File: src/rtl/lock_timer.sv
// lock_timer: timing responder for the airlock interlock controller.
//
// Accepts fill, drain and wait request levels from the interlock FSM,
// runs one timed job at a time and raises the matching finished level once
// the programmed number of one-second ticks has elapsed. The finished level
// is held until the owning request drops.
//
// Ports:
//   clk            system clock
//   reset          synchronous, active-high reset (wins over everything)
//   filling        fill request level
//   draining       drain request level
//   waiting        wait request level
//   fillFinished   fill job complete, held while filling stays high
//   drainFinished  drain job complete, held while draining stays high
//   waitFinished   wait job complete, held while waiting stays high
//   secsLeft       seconds remaining in the current job, 0 when idle
//   busy           high while a job is running or finished-and-held
//   conflict       sticky flag: two or more requests seen high together
//
// All outputs come straight from registers.
module lock_timer #(
    parameter int TICK_DIV   = 50000000,
    parameter int FILL_SECS  = 7,
    parameter int DRAIN_SECS = 8,
    parameter int WAIT_SECS  = 5
) (
    input  logic       clk,
    input  logic       reset,
    input  logic       filling,
    input  logic       draining,
    input  logic       waiting,
    output logic       fillFinished,
    output logic       drainFinished,
    output logic       waitFinished,
    output logic [3:0] secsLeft,
    output logic       busy,
    output logic       conflict
);

    localparam int PW = $clog2(TICK_DIV);
    localparam logic [PW-1:0] TICK_LAST  = PW'(TICK_DIV - 1);
    localparam logic [3:0]    FILL_LOAD  = 4'(FILL_SECS);
    localparam logic [3:0]    DRAIN_LOAD = 4'(DRAIN_SECS);
    localparam logic [3:0]    WAIT_LOAD  = 4'(WAIT_SECS);

    typedef enum logic [1:0] {
        ST_IDLE = 2'd0,
        ST_RUN  = 2'd1,
        ST_DONE = 2'd2
    } state_t;

    typedef enum logic [1:0] {
        OWN_NONE  = 2'd0,
        OWN_FILL  = 2'd1,
        OWN_DRAIN = 2'd2,
        OWN_WAIT  = 2'd3
    } owner_t;

    // Finished-bit position for a given owner: [0]=fill, [1]=drain, [2]=wait.
    function automatic logic [2:0] finished_mask(input owner_t own);
        logic [2:0] mask;
        case (own)
            OWN_FILL:  mask = 3'b001;
            OWN_DRAIN: mask = 3'b010;
            OWN_WAIT:  mask = 3'b100;
            default:   mask = 3'b000;
        endcase
        return mask;
    endfunction

    state_t        state_r;
    state_t        state_next_s;
    owner_t        owner_r;
    owner_t        owner_next_s;
    logic [PW-1:0] prescale_r;
    logic [PW-1:0] prescale_next_s;
    logic [3:0]    secs_r;
    logic [3:0]    secs_next_s;
    logic [2:0]    finished_r;
    logic [2:0]    finished_next_s;
    logic          busy_r;
    logic          conflict_r;

    logic          owner_req_s;
    logic          any_req_s;
    logic          multi_req_s;
    logic          tick_s;

    assign any_req_s   = filling | draining | waiting;
    assign multi_req_s = (filling & draining) | (filling & waiting) | (draining & waiting);
    assign tick_s      = (prescale_r == TICK_LAST);

    // Level of the request that owns the current job.
    always_comb begin
        owner_req_s = 1'b0;
        case (owner_r)
            OWN_FILL:  owner_req_s = filling;
            OWN_DRAIN: owner_req_s = draining;
            OWN_WAIT:  owner_req_s = waiting;
            default:   owner_req_s = 1'b0;
        endcase
    end

    // State register plus the registered datapath and outputs.
    always_ff @(posedge clk) begin
        if (reset) begin
            state_r    <= ST_IDLE;
            owner_r    <= OWN_NONE;
            prescale_r <= '0;
            secs_r     <= 4'd0;
            finished_r <= 3'b000;
            busy_r     <= 1'b0;
            conflict_r <= 1'b0;
        end else begin
            state_r    <= state_next_s;
            owner_r    <= owner_next_s;
            prescale_r <= prescale_next_s;
            secs_r     <= secs_next_s;
            finished_r <= finished_next_s;
            busy_r     <= (state_next_s != ST_IDLE);
            conflict_r <= conflict_r | multi_req_s;
        end
    end

    // Next-state logic.
    always_comb begin
        state_next_s = state_r;
        case (state_r)
            ST_IDLE: begin
                if (any_req_s) begin
                    state_next_s = ST_RUN;
                end else begin
                    state_next_s = ST_IDLE;
                end
            end
            ST_RUN: begin
                // Losing the owning request aborts, even on the final tick.
                if (!owner_req_s) begin
                    state_next_s = ST_IDLE;
                end else if (tick_s && (secs_r == 4'd1)) begin
                    state_next_s = ST_DONE;
                end else begin
                    state_next_s = ST_RUN;
                end
            end
            ST_DONE: begin
                // Returning to IDLE here means a new request waits one cycle.
                if (!owner_req_s) begin
                    state_next_s = ST_IDLE;
                end else begin
                    state_next_s = ST_DONE;
                end
            end
            default: state_next_s = ST_IDLE;
        endcase
    end

    // Next values for owner, prescaler, seconds counter and finished bits.
    always_comb begin
        owner_next_s    = owner_r;
        prescale_next_s = prescale_r;
        secs_next_s     = secs_r;
        finished_next_s = finished_r;
        case (state_r)
            ST_IDLE: begin
                prescale_next_s = '0;
                finished_next_s = 3'b000;
                // Priority when several requests arrive together: drain, fill, wait.
                if (draining) begin
                    owner_next_s = OWN_DRAIN;
                    secs_next_s  = DRAIN_LOAD;
                end else if (filling) begin
                    owner_next_s = OWN_FILL;
                    secs_next_s  = FILL_LOAD;
                end else if (waiting) begin
                    owner_next_s = OWN_WAIT;
                    secs_next_s  = WAIT_LOAD;
                end else begin
                    owner_next_s = OWN_NONE;
                    secs_next_s  = 4'd0;
                end
            end
            ST_RUN: begin
                if (!owner_req_s) begin
                    owner_next_s    = OWN_NONE;
                    prescale_next_s = '0;
                    secs_next_s     = 4'd0;
                    finished_next_s = 3'b000;
                end else if (tick_s) begin
                    // secs_r is at least 1 throughout RUN, so this never underflows.
                    prescale_next_s = '0;
                    secs_next_s     = secs_r - 4'd1;
                    if (secs_r == 4'd1) begin
                        finished_next_s = finished_mask(owner_r);
                    end else begin
                        finished_next_s = 3'b000;
                    end
                end else begin
                    prescale_next_s = prescale_r + {{(PW-1){1'b0}}, 1'b1};
                end
            end
            ST_DONE: begin
                if (!owner_req_s) begin
                    owner_next_s    = OWN_NONE;
                    prescale_next_s = '0;
                    secs_next_s     = 4'd0;
                    finished_next_s = 3'b000;
                end else begin
                    secs_next_s     = 4'd0;
                    finished_next_s = finished_mask(owner_r);
                end
            end
            default: begin
                owner_next_s    = OWN_NONE;
                prescale_next_s = '0;
                secs_next_s     = 4'd0;
                finished_next_s = 3'b000;
            end
        endcase
    end

    assign fillFinished  = finished_r[0];
    assign drainFinished = finished_r[1];
    assign waitFinished  = finished_r[2];
    assign secsLeft      = secs_r;
    assign busy          = busy_r;
    assign conflict      = conflict_r;

endmodule

File: config.mk
export PLATFORM = sky130hd
export DESIGN_NAME = lock_timer
export DESIGN_NICKNAME = d
export VERILOG_FILES = /design/src/rtl/lock_timer.sv
export SDC_FILE = /design/constraint.sdc
export NUM_CORES = 1
export LEC_CHECK = 0
export ABC_AREA = 1
export BUFFER_PORTS_ARGS = -buffer_cell sky130_fd_sc_hd__buf_2
export CORE_UTILIZATION = 40
export DETAILED_ROUTE_END_ITERATION = 10
export SLEW_MARGIN = 5
export SYNTH_ARGS = -nofsm -noshare
export SYNTH_HDL_FRONTEND = slang
export SYNTH_SLANG_ARGS = --single-unit
export TNS_END_PERCENT = 20
File: constraint.sdc
create_clock -name clk -period 3.15 [get_ports clk]
set_clock_uncertainty 0.05 [all_clocks]
set_input_delay 0.1575 -clock clk [delete_from_list [all_inputs] [get_ports clk]]
set_output_delay 0.1575 -clock clk [all_outputs]
set_load 0.05 [all_outputs]
==> impl_metrics.py, run 1 <==
metrics = {
    "outcome": {
        "status": "completed",
    },
    "place": {
        "gp_congestion": 0.846,
        "dp.cells": 405,
        "hpwlAfterDp_mm": 3.42,
        "port_buffers": 13,
    },
    "critical_path": {
        "crit_type": "register to register",
        "cp-end-kind": "register",
        "cp_top_family": "simple AND/OR/NAND/NOR gates",
        "crit_slowest_cell": "dfxtp_1",
        "cp.required_ns": 3.27,
        "arrival_ns": 1.97,
        "cp_cell_sequence": "ha_1, nand2_1, nor3_2, nand3_2, nand2_4, nand2_4, nand2_4, nor2_2",
        "cp_num_buf_inv": 0,
        "worstPathMaxFanout": 20,
        "crit_path_start_kind": "register",
        "crit_top_cell": "nand2_4",
        "slowest_delay_ns": 0.37,
    },
    "cts": {
        "cts.path.max_buffers": 2,
        "clockRootBuffer": "clkbuf_8",
        "cts_max_level": 2,
        "clk_latency_ns": 0.30,
        "ctsResizeCount": 0,
        "cts_buffers": 5,
        "clkSlewWorstSetupHoldPaths_ns": 0.08,
        "clkSinkCount": 39,
        "cts_tree": "done",
        "cts_hold_buf": 0,
        "post_cts_buffers": 0,
    },
    "power": {
        "seqPwrFrac_pct": 48.2,
        "p_leak_nw": 1.04,
        "p_int_uw": 797,
        "peakVddDrop_uv": 240,
        "pwr-share-clk_pct": 40.9,
        "power_density_nw_per_um2": 425,
        "switching_share_pct": 25.8,
        "p_sw_uw": 277,
        "combPwrFrac_pct": 10.9,
    },
    "layout": {
        "nets": 352,
        "diodes": 0,
        "area_delta_synth_final_pct": 8.66,
        "layout_common_cells": "58 x nand2_1, 46 x nor2_1, 40 x inv_1",
        "finalNonFillerCells": 413,
        "final_common_cell": "nand2_1",
        "layout-drive-gt1-share_pct": 18.8,
    },
    "global_routing": {
        "grt_use_total_pct": 17.6,
        "grt_max_degree": 25,
        "grt_pass1_vias": 1877,
        "grt_pass1_wl_mm": 8.47,
        "grt.overflow.total": 0,
        "antenna_found_initial": 0,
    },
    "logic_synthesis": {
        "syn-cell-area_um2": 2330,
        "synth_warnings": 0,
        "yosysTopAreaCell": "dfxtp_1",
        "avgSynthCellArea_um2": 7.14,
        "ys.flop_type": "dfxtp_1",
        "async_flop_share_pct": 0,
        "postSynthNetCount": 338,
        "synth_cells": 326,
        "synth.area.top_cells": "dfxtp_1 34%, nand2_1 9.4%, nor2_1 7.4%, inv_1 6.5%, nor2_2 5.6%",
        "synth_edf_count": 0,
        "netlist.area_leader.share_pct": 33.5,
        "synth_cell_types": 32,
        "ys_ff_latch": 39,
        "ys_seq_area_share_pct": 33.5,
    },
    "timing": {
        "rsz0062_at_grt": "no",
        "fin_tns_setup_ns": 0,
        "timing.slew.headroom_pct": 68.1,
        "post-route-period-util_pct": 58.7,
        "worst_pin_slew_ns": 0.479,
        "setup_viol": 0,
        "finalHoldViolCount": 0,
        "post-route-min-period_ns": 1.85,
        "max_clock_freq_mhz": 541,
        "drv_slew": 0,
    },
    "floorplan": {
        "io_pins": 14,
        "rows": 27,
        "dieArea_um2": 6130,
        "core_area_um2": 5540,
        "dieWidth_um": 78.3,
        "die_h_um": 78.3,
        "start_util_pct": 42.0,
    },
    "routing": {
        "post_drt_wl_per_cell_um": 11.5,
        "drc_errors": 0,
        "dr.pass1.iters": 4,
        "ant_nets": 0,
        "first_iter_violations": 119,
        "vias_per_cell": 4.87,
        "wl_mm": 4.74,
        "via_count": 2011,
    },
    "run": {
        "max_cap_violations": 0,
    },
    "min_path": {
        "hp-class": "input port to register",
    },
}
[cell usage after synthesis, types with 2 or more instances]
cell type,count
nand2_1,58
nor2_1,46
inv_1,40
dfxtp_1,39
nand3_1,22
nor2_2,21
o21ai_0,14
nand4_1,12
nor3_1,8
ha_1,7
a21oi_1,6
xnor2_1,6
xor2_1,6
nand2_2,5
o21bai_1,5
nand2_4,4
o21ai_1,4
nand3_2,3
nor2_4,3
buf_12,2
buf_6,2
inv_2,2
o21bai_2,2
[cells by family (layout without fill, tap and decap cells)]
logic type / count (synthesis) / count (layout) / synth area share (%)
xor gates and xnor gates: 12 / 12 / 4.52
adders and majority gates: 7 / 7 / 3.76
AOI/OAI and AO/OA: 35 / 35 / 9.19
DFF: 39 / 39 / 33.5
buffers and inverters: 48 / 63 / 9.84
and+or+nand+nor: 185 / 185 / 39.1
[final cells by class]
type / count / area, um^2
clock buffer: 6 / 82.6
clock inverter: 2 / 35.0
fill: 585 / 3010
inverter: 42 / 158
multi-input combinational: 239 / 1320
sequential: 39 / 781
tap: 72 / 90.1
timing repair buffer: 13 / 65.1
[worst paths after layout]
| kind | slack, ns | end | from | depth (start not counted) |
|---|---|---|---|---|
| worst max register to register | 1.30 | prescale_r[17] | prescale_r[0] | 8 |
| worst min register to register | 0.45 | prescale_r[1] | prescale_r[1] | 2 |
| worst min-delay path | 0.02 | conflict | reset | 2 |
| worst max-delay path | 1.30 | prescale_r[17] | prescale_r[0] | 8 |
[power by group through the flow]
stage	combinational (mW)	clock (mW)	sequential, mW
6_report	0.117	0.439	0.518
5_1_grt	0.131	0.475	0.520
4_1_cts	0.118	0.452	0.517
3_5_place_dp	0.118	0	0.529
3_3_place_gp	0.116	0	0.529
2_1_floorplan	0.0668	0	0.556
[registers in the layout, summed over array words and instances (netlist names)]
name	flops
finished_r	3
conflict	1
owner_r	2
secsLeft	4
busy	1
prescale_r	26
state_r	2
[layer usage]
layer	wire length [um]	part of all wire (%)	track usage [%]	up-vias
met5	0	0	0	-
met4	104	2.2	7.41	0
met3	155	3.3	3.72	9
met2	2100	44	28.4	33
met1	2380	50	22.6	898
li1	-	-	-	1071
[through the flow]
step	setup WS [ns]	util [%]	power (mW)	cell area [um^2]	hold slack (ns)
after floorplan	1.52	-	0.623	2330	0.177
after global placement	1.37	43.5	0.645	2410	0.338
after detailed placement	1.30	43.5	0.646	2410	0.343
after CTS	1.29	45.6	1.09	2530	0.0180
after global routing	1.15	45.6	1.13	2530	0.0226
final	1.30	45.6	1.07	2530	0.0193
(Power assumes the default switching activity.)
==> run 2, diff against run 1 <==
==> constraint.sdc (replaced) <==
create_clock -name clk -period 1.8 [get_ports clk]
set_clock_uncertainty 0.05 [all_clocks]
set_input_delay 0.09 -clock clk [delete_from_list [all_inputs] [get_ports clk]]
set_output_delay 0.09 -clock clk [all_outputs]
set_load 0.05 [all_outputs]
==> impl_metrics.py, run 2 (synthesized netlist as in run 1, its figures left out) <==
metrics = {
    "layout": {
        "layout-drive-gt1-share_pct": 23.1,
        "finalNonFillerCells": 431,
        "diodes": 0,
        "layout_common_cells": "58 x nand2_1, 46 x nor2_1, 40 x inv_1",
        "nets": 370,
        "final_common_cell": "nand2_1",
        "area_delta_synth_final_pct": 14.5,
        "largest_reg_flops": 26,
        "largest_register": "prescale_r",
    },
    "power": {
        "p_total_mw": 1.72,
        "p_sw_uw": 496,
        "p_int_mw": 1.23,
        "combPwrFrac_pct": 12.7,
        "peakVddDrop_uv": 408,
        "switching_share_pct": 28.8,
        "power_density_nw_per_um2": 646,
        "pwr-share-clk_pct": 34.7,
        "seqPwrFrac_pct": 52.6,
        "p_leak_nw": 1.12,
    },
    "cts": {
        "cts.path.max_buffers": 2,
        "clkSinkCount": 39,
        "clk_latency_ns": 0.29,
        "cts_buffers": 5,
        "clockRootBuffer": "clkbuf_8",
        "cts_tree": "done",
        "cts_max_level": 2,
        "clkSlewWorstSetupHoldPaths_ns": 0.08,
    },
    "timing": {
        "rsz0062_at_grt": "no",
        "post-route-min-period_ns": 1.71,
        "timing.slew.headroom_pct": 83.0,
        "post-route-period-util_pct": 94.8,
        "worst_pin_slew_ns": 0.252,
        "hold_ws_ns": 0.0675,
        "drv_slew": 0,
        "fin_tns_setup_ns": 0,
        "finalHoldViolCount": 0,
        "setup_viol": 0,
        "max_clock_freq_mhz": 586,
    },
    "place": {
        "port_buffers": 13,
        "dp.cells": 418,
        "hpwlAfterDp_mm": 3.88,
        "gp_congestion": 0.876,
    },
    "critical_path": {
        "timing.rr.end": "prescale_r[3]",
        "rrSetupSlack_ns": 0.09,
        "cp-end-kind": "register",
        "crit_path_start_kind": "register",
        "cp.required_ns": 1.94,
        "arrival_ns": 1.85,
        "endpoint": "prescale_r[3]",
        "worstPathMaxFanout": 11,
        "startpoint": "prescale_r[23]",
        "r2r-start": "prescale_r[23]",
        "crit_type": "register to register",
        "r2r_cells": 10,
    },
    "floorplan": {
        "die_h_um": 78.3,
        "core_area_um2": 5540,
        "dieArea_um2": 6130,
        "dieWidth_um": 78.3,
        "start_util_pct": 42.0,
        "rows": 27,
        "io_pins": 14,
    },
    "routing": {
        "post_drt_wl_per_cell_um": 11.8,
        "drc_errors": 0,
        "vias_per_cell": 4.89,
        "ant_nets": 0,
        "dr.pass1.iters": 4,
        "first_iter_violations": 103,
        "via_count": 2109,
        "wl_mm": 5.10,
    },
    "global_routing": {
        "antenna_found_initial": 0,
        "grt_pass1_vias": 1997,
        "grt_max_degree": 14,
        "grt_pass1_wl_mm": 8.82,
        "top_usage_layer": "met2",
        "grt.overflow.total": 0,
        "grt_use_total_pct": 18.1,
        "met3_usage_pct": 3.95,
        "met2_usage_pct": 31.4,
        "use_met1_pct": 22.1,
    },
    "run": {
        "max_cap_violations": 0,
    },
    "outcome": {
        "status": "completed",
    },
    "min_path": {
        "hp-class": "input port to register",
        "hp-start": "draining",
    },
}
## run 2: cell types whose count changed in the layout (fill, tap and decap cells not counted)
cell	change
buf_12	+2
dfxtp_2	+2
dfxtp_1	-2
bufinv_16	-1
dlygate4sd3_1	+1
clkbuf_8	-1
buf_4	+15
clkinvlp_4	+2
## run 2: critical path, stage by stage, from the launching register on
cell and delay (ns):
dfxtp_1 0.42, nand2_1 0.08, nor2_1 0.12, nand2_1 0.07
nor2_1 0.20, nand3_2 0.14, nand2_4 0.14, nand2_4 0.09
nand2_4 0.09, buf_12 0.15, nor2_2 0.04
## run 2: layer usage
metal | share of wire [%] | wire, um
met5 | 0 | 0
met4 | 1.5 | 74
met3 | 2.4 | 123
met2 | 47 | 2420
met1 | 49 | 2480
## run 2: cell type report
type / instances / area [um^2]
timing repair buffer: 31 / 228
multi-input combinational: 239 / 1320
tap: 72 / 90.1
clock buffer: 5 / 68.8
fill: 594 / 2880
clock inverter: 3 / 20.0
inverter: 42 / 158
sequential: 39 / 783
## run 2: stage by stage
step / area [um^2] / util (%) / setup WS [ns]
after detailed placement: 2530 / 45.7 / 0.0965
after floorplan: 2330 / - / 0.173
final: 2670 / 48.1 / 0.0944
after global routing: 2670 / 48.1 / 0.00501
after CTS: 2630 / 47.5 / 0.0645
after global placement: 2530 / 45.7 / 0.150
## run 2: power groups by stage
stage / Combinational [mW] / Sequential, mW / Clock [mW]
global route: 0.241 / 0.910 / 0.661
floorplan: 0.117 / 0.974 / 0
detailed placement: 0.218 / 0.925 / 0
global placement: 0.215 / 0.925 / 0
finish: 0.219 / 0.906 / 0.597
CTS: 0.220 / 0.905 / 0.622
## run 2: worst min-delay path by stage
| stage | to | slack (ns) | depth (start not counted) |
|---|---|---|---|
| after floorplan | conflict | 0.11 | 1 |
| after global placement | conflict | 0.28 | 2 |
| after detailed placement | conflict | 0.28 | 2 |
| after CTS | conflict | 0.05 | 3 |
| after global routing | conflict | 0.07 | 3 |
| final | conflict | 0.07 | 3 |
## run 2: timing repair
item / CTS / global route
setup buffers: 0 / 4
hold buffers: 1 / 0
endpoints found under the hold margin: 3 / 0
endpoints found under the setup margin: 0 / 20
gates resized for setup: 0 / 2
==> run 3, diff against run 2 <==
--- a/config.mk
+++ b/config.mk
@@ -7,8 +7,11 @@
 export LEC_CHECK = 0
 export ABC_AREA = 1
 export BUFFER_PORTS_ARGS = -buffer_cell sky130_fd_sc_hd__buf_2
-export CORE_UTILIZATION = 40
+export CELL_PAD_IN_SITES_DETAIL_PLACEMENT = 2
+export CELL_PAD_IN_SITES_GLOBAL_PLACEMENT = 2
+export CORE_UTILIZATION = 35
 export DETAILED_ROUTE_END_ITERATION = 10
+export PLACE_DENSITY_LB_ADDON = 0.1
 export SLEW_MARGIN = 5
 export SYNTH_ARGS = -nofsm -noshare
 export SYNTH_HDL_FRONTEND = slang
==> impl_metrics.py, run 3 (synthesized netlist as in run 1, its figures left out) <==
metrics = {
    "outcome": {
        "status": "completed",
    },
    "cts": {
        "clockRootBuffer": "clkbuf_8",
        "clkSlewWorstSetupHoldPaths_ns": 0.08,
        "cts_buffers": 5,
        "cts.path.max_buffers": 2,
        "cts_tree": "done",
        "clk_latency_ns": 0.29,
        "clkSinkCount": 39,
        "cts_max_level": 2,
    },
    "routing": {
        "wl_mm": 7.21,
        "dr.pass1.iters": 4,
        "post_drt_wl_per_cell_um": 16.5,
        "ant_nets": 0,
        "via_count": 2234,
        "vias_per_cell": 5.12,
        "drc_errors": 0,
        "first_iter_violations": 75,
    },
    "timing": {
        "hold_ws_ns": 0.0702,
        "max_clock_freq_mhz": 595,
        "rsz0062_at_grt": "yes",
        "post-route-min-period_ns": 1.68,
        "finalHoldViolCount": 0,
        "setup_viol": 0,
        "drv_slew": 0,
        "worst_pin_slew_ns": 0.568,
        "timing.slew.headroom_pct": 62.1,
        "post-route-period-util_pct": 93.4,
    },
    "critical_path": {
        "crit_path_start_kind": "register",
        "crit_type": "register to register",
        "cp-end-kind": "register",
        "cp.required_ns": 1.94,
        "worstPathMaxFanout": 5,
        "arrival_ns": 1.83,
    },
    "place": {
        "gp_congestion": 0.763,
        "port_buffers": 13,
        "hpwlAfterDp_mm": 5.42,
    },
    "global_routing": {
        "grt_pass1_wl_mm": 11.6,
        "antenna_found_initial": 0,
        "grt_use_total_pct": 21.0,
        "grt_pass1_vias": 2437,
        "grt.overflow.total": 0,
        "grt_max_degree": 21,
    },
    "layout": {
        "diodes": 0,
        "nets": 370,
        "n_fill_cell": 789,
        "layout-drive-gt1-share_pct": 24.8,
        "layout_common_cells": "57 x nand2_1, 44 x nor2_1, 40 x inv_1",
        "seq_area_um2": 786,
        "fin_util_pct": 42.9,
        "largest_reg_flops": 26,
        "multi_input_area_um2": 1340,
        "final_common_cell": "nand2_1",
        "area_delta_synth_final_pct": 17.8,
        "largest_register": "prescale_r",
    },
    "min_path": {
        "hp-class": "input port to register",
    },
    "floorplan": {
        "start_util_pct": 36.4,
        "dieArea_um2": 6980,
        "io_pins": 14,
        "die_h_um": 83.5,
        "core_area_um2": 6390,
        "rows": 29,
        "dieWidth_um": 83.5,
    },
    "run": {
        "max_cap_violations": 0,
    },
    "power": {
        "peakVddDrop_uv": 293,
        "power_density_nw_per_um2": 698,
        "p_leak_nw": 1.16,
    },
}
-- run 3: changes by cell type in the layout (fill, tap and decap cells not counted), sizes merged --
cell      delta
buf          -1
clkbuf       +2
clkinvlp     -2
bufinv       +1
-- run 3: final timing paths --
kind	start	to	slack (ns)	cells after the start
worst max-delay path	prescale_r[1]	prescale_r[14]	0.12	9
worst min-delay path	draining	conflict	0.07	3
worst max register to register	prescale_r[1]	prescale_r[14]	0.12	9
worst min register to register	prescale_r[1]	prescale_r[1]	0.45	2
-- run 3: cell type report --
class                           count  share of cell area [%]
Clock buffer                        6                    3.01
Sequential cell                    39                    28.7
Inverter                           42                    5.75
Multi-Input combinational cell    239                    48.8
Timing Repair Buffer               31                    8.95
Clock inverter                      2                    1.28
Tap cell                           77                    3.51
-- run 3: through the flow --
step / cell area [um^2] / power, mW / TNS, ns / std cells / setup slack [ns]
2_1_floorplan: 2330 / 1.09 / 0 / 326 / 0.173
3_3_place_gp: 2540 / 1.14 / 0 / 423 / 0.0971
3_5_place_dp: 2540 / 1.15 / 0 / 423 / 0.0447
4_1_cts: 2670 / 1.94 / 0 / 432 / 0.0130
5_1_grt: 2740 / 1.99 / -0.0941 / 436 / -0.0341
6_report: 2740 / 1.91 / 0 / 436 / 0.118
-- run 3: routing by layer --
| layer | track usage [%] | vias up | part of all wire (%) |
|---|---|---|---|
| met5 | 0 | - | 0 |
| met4 | 6.01 | 0 | 1.9 |
| met3 | 3.36 | 12 | 1.8 |
| met2 | 38.7 | 20 | 53 |
| met1 | 25.1 | 1100 | 44 |
| li1 | - | 1102 | - |
-- run 3: what timing repair did --
item                                    in CTS  in global routing
setup buffers                                0                  3
endpoints found under the setup margin       0                 34
gates resized for setup                      0                 10
hold buffers                                 1                  0
hold endpoints to repair                     3                  0
-- run 3: power breakdown --
group | total, mW | internal, mW | switching, mW
Clock | 0.775 | 0.449 | 0.326
Combinational | 0.232 | 0.0726 | 0.160
Sequential | 0.907 | 0.885 | 0.0220
-- run 3: critical path, stage by stage, from the launching register on --
cell	delay, ns
dfxtp_2	0.36
ha_2	0.20
inv_1	0.06
nor2_1	0.09
nand2_1	0.09
inv_1	0.11
nand3b_1	0.21
buf_4	0.21
nor3_1	0.13
nor2_1	0.06
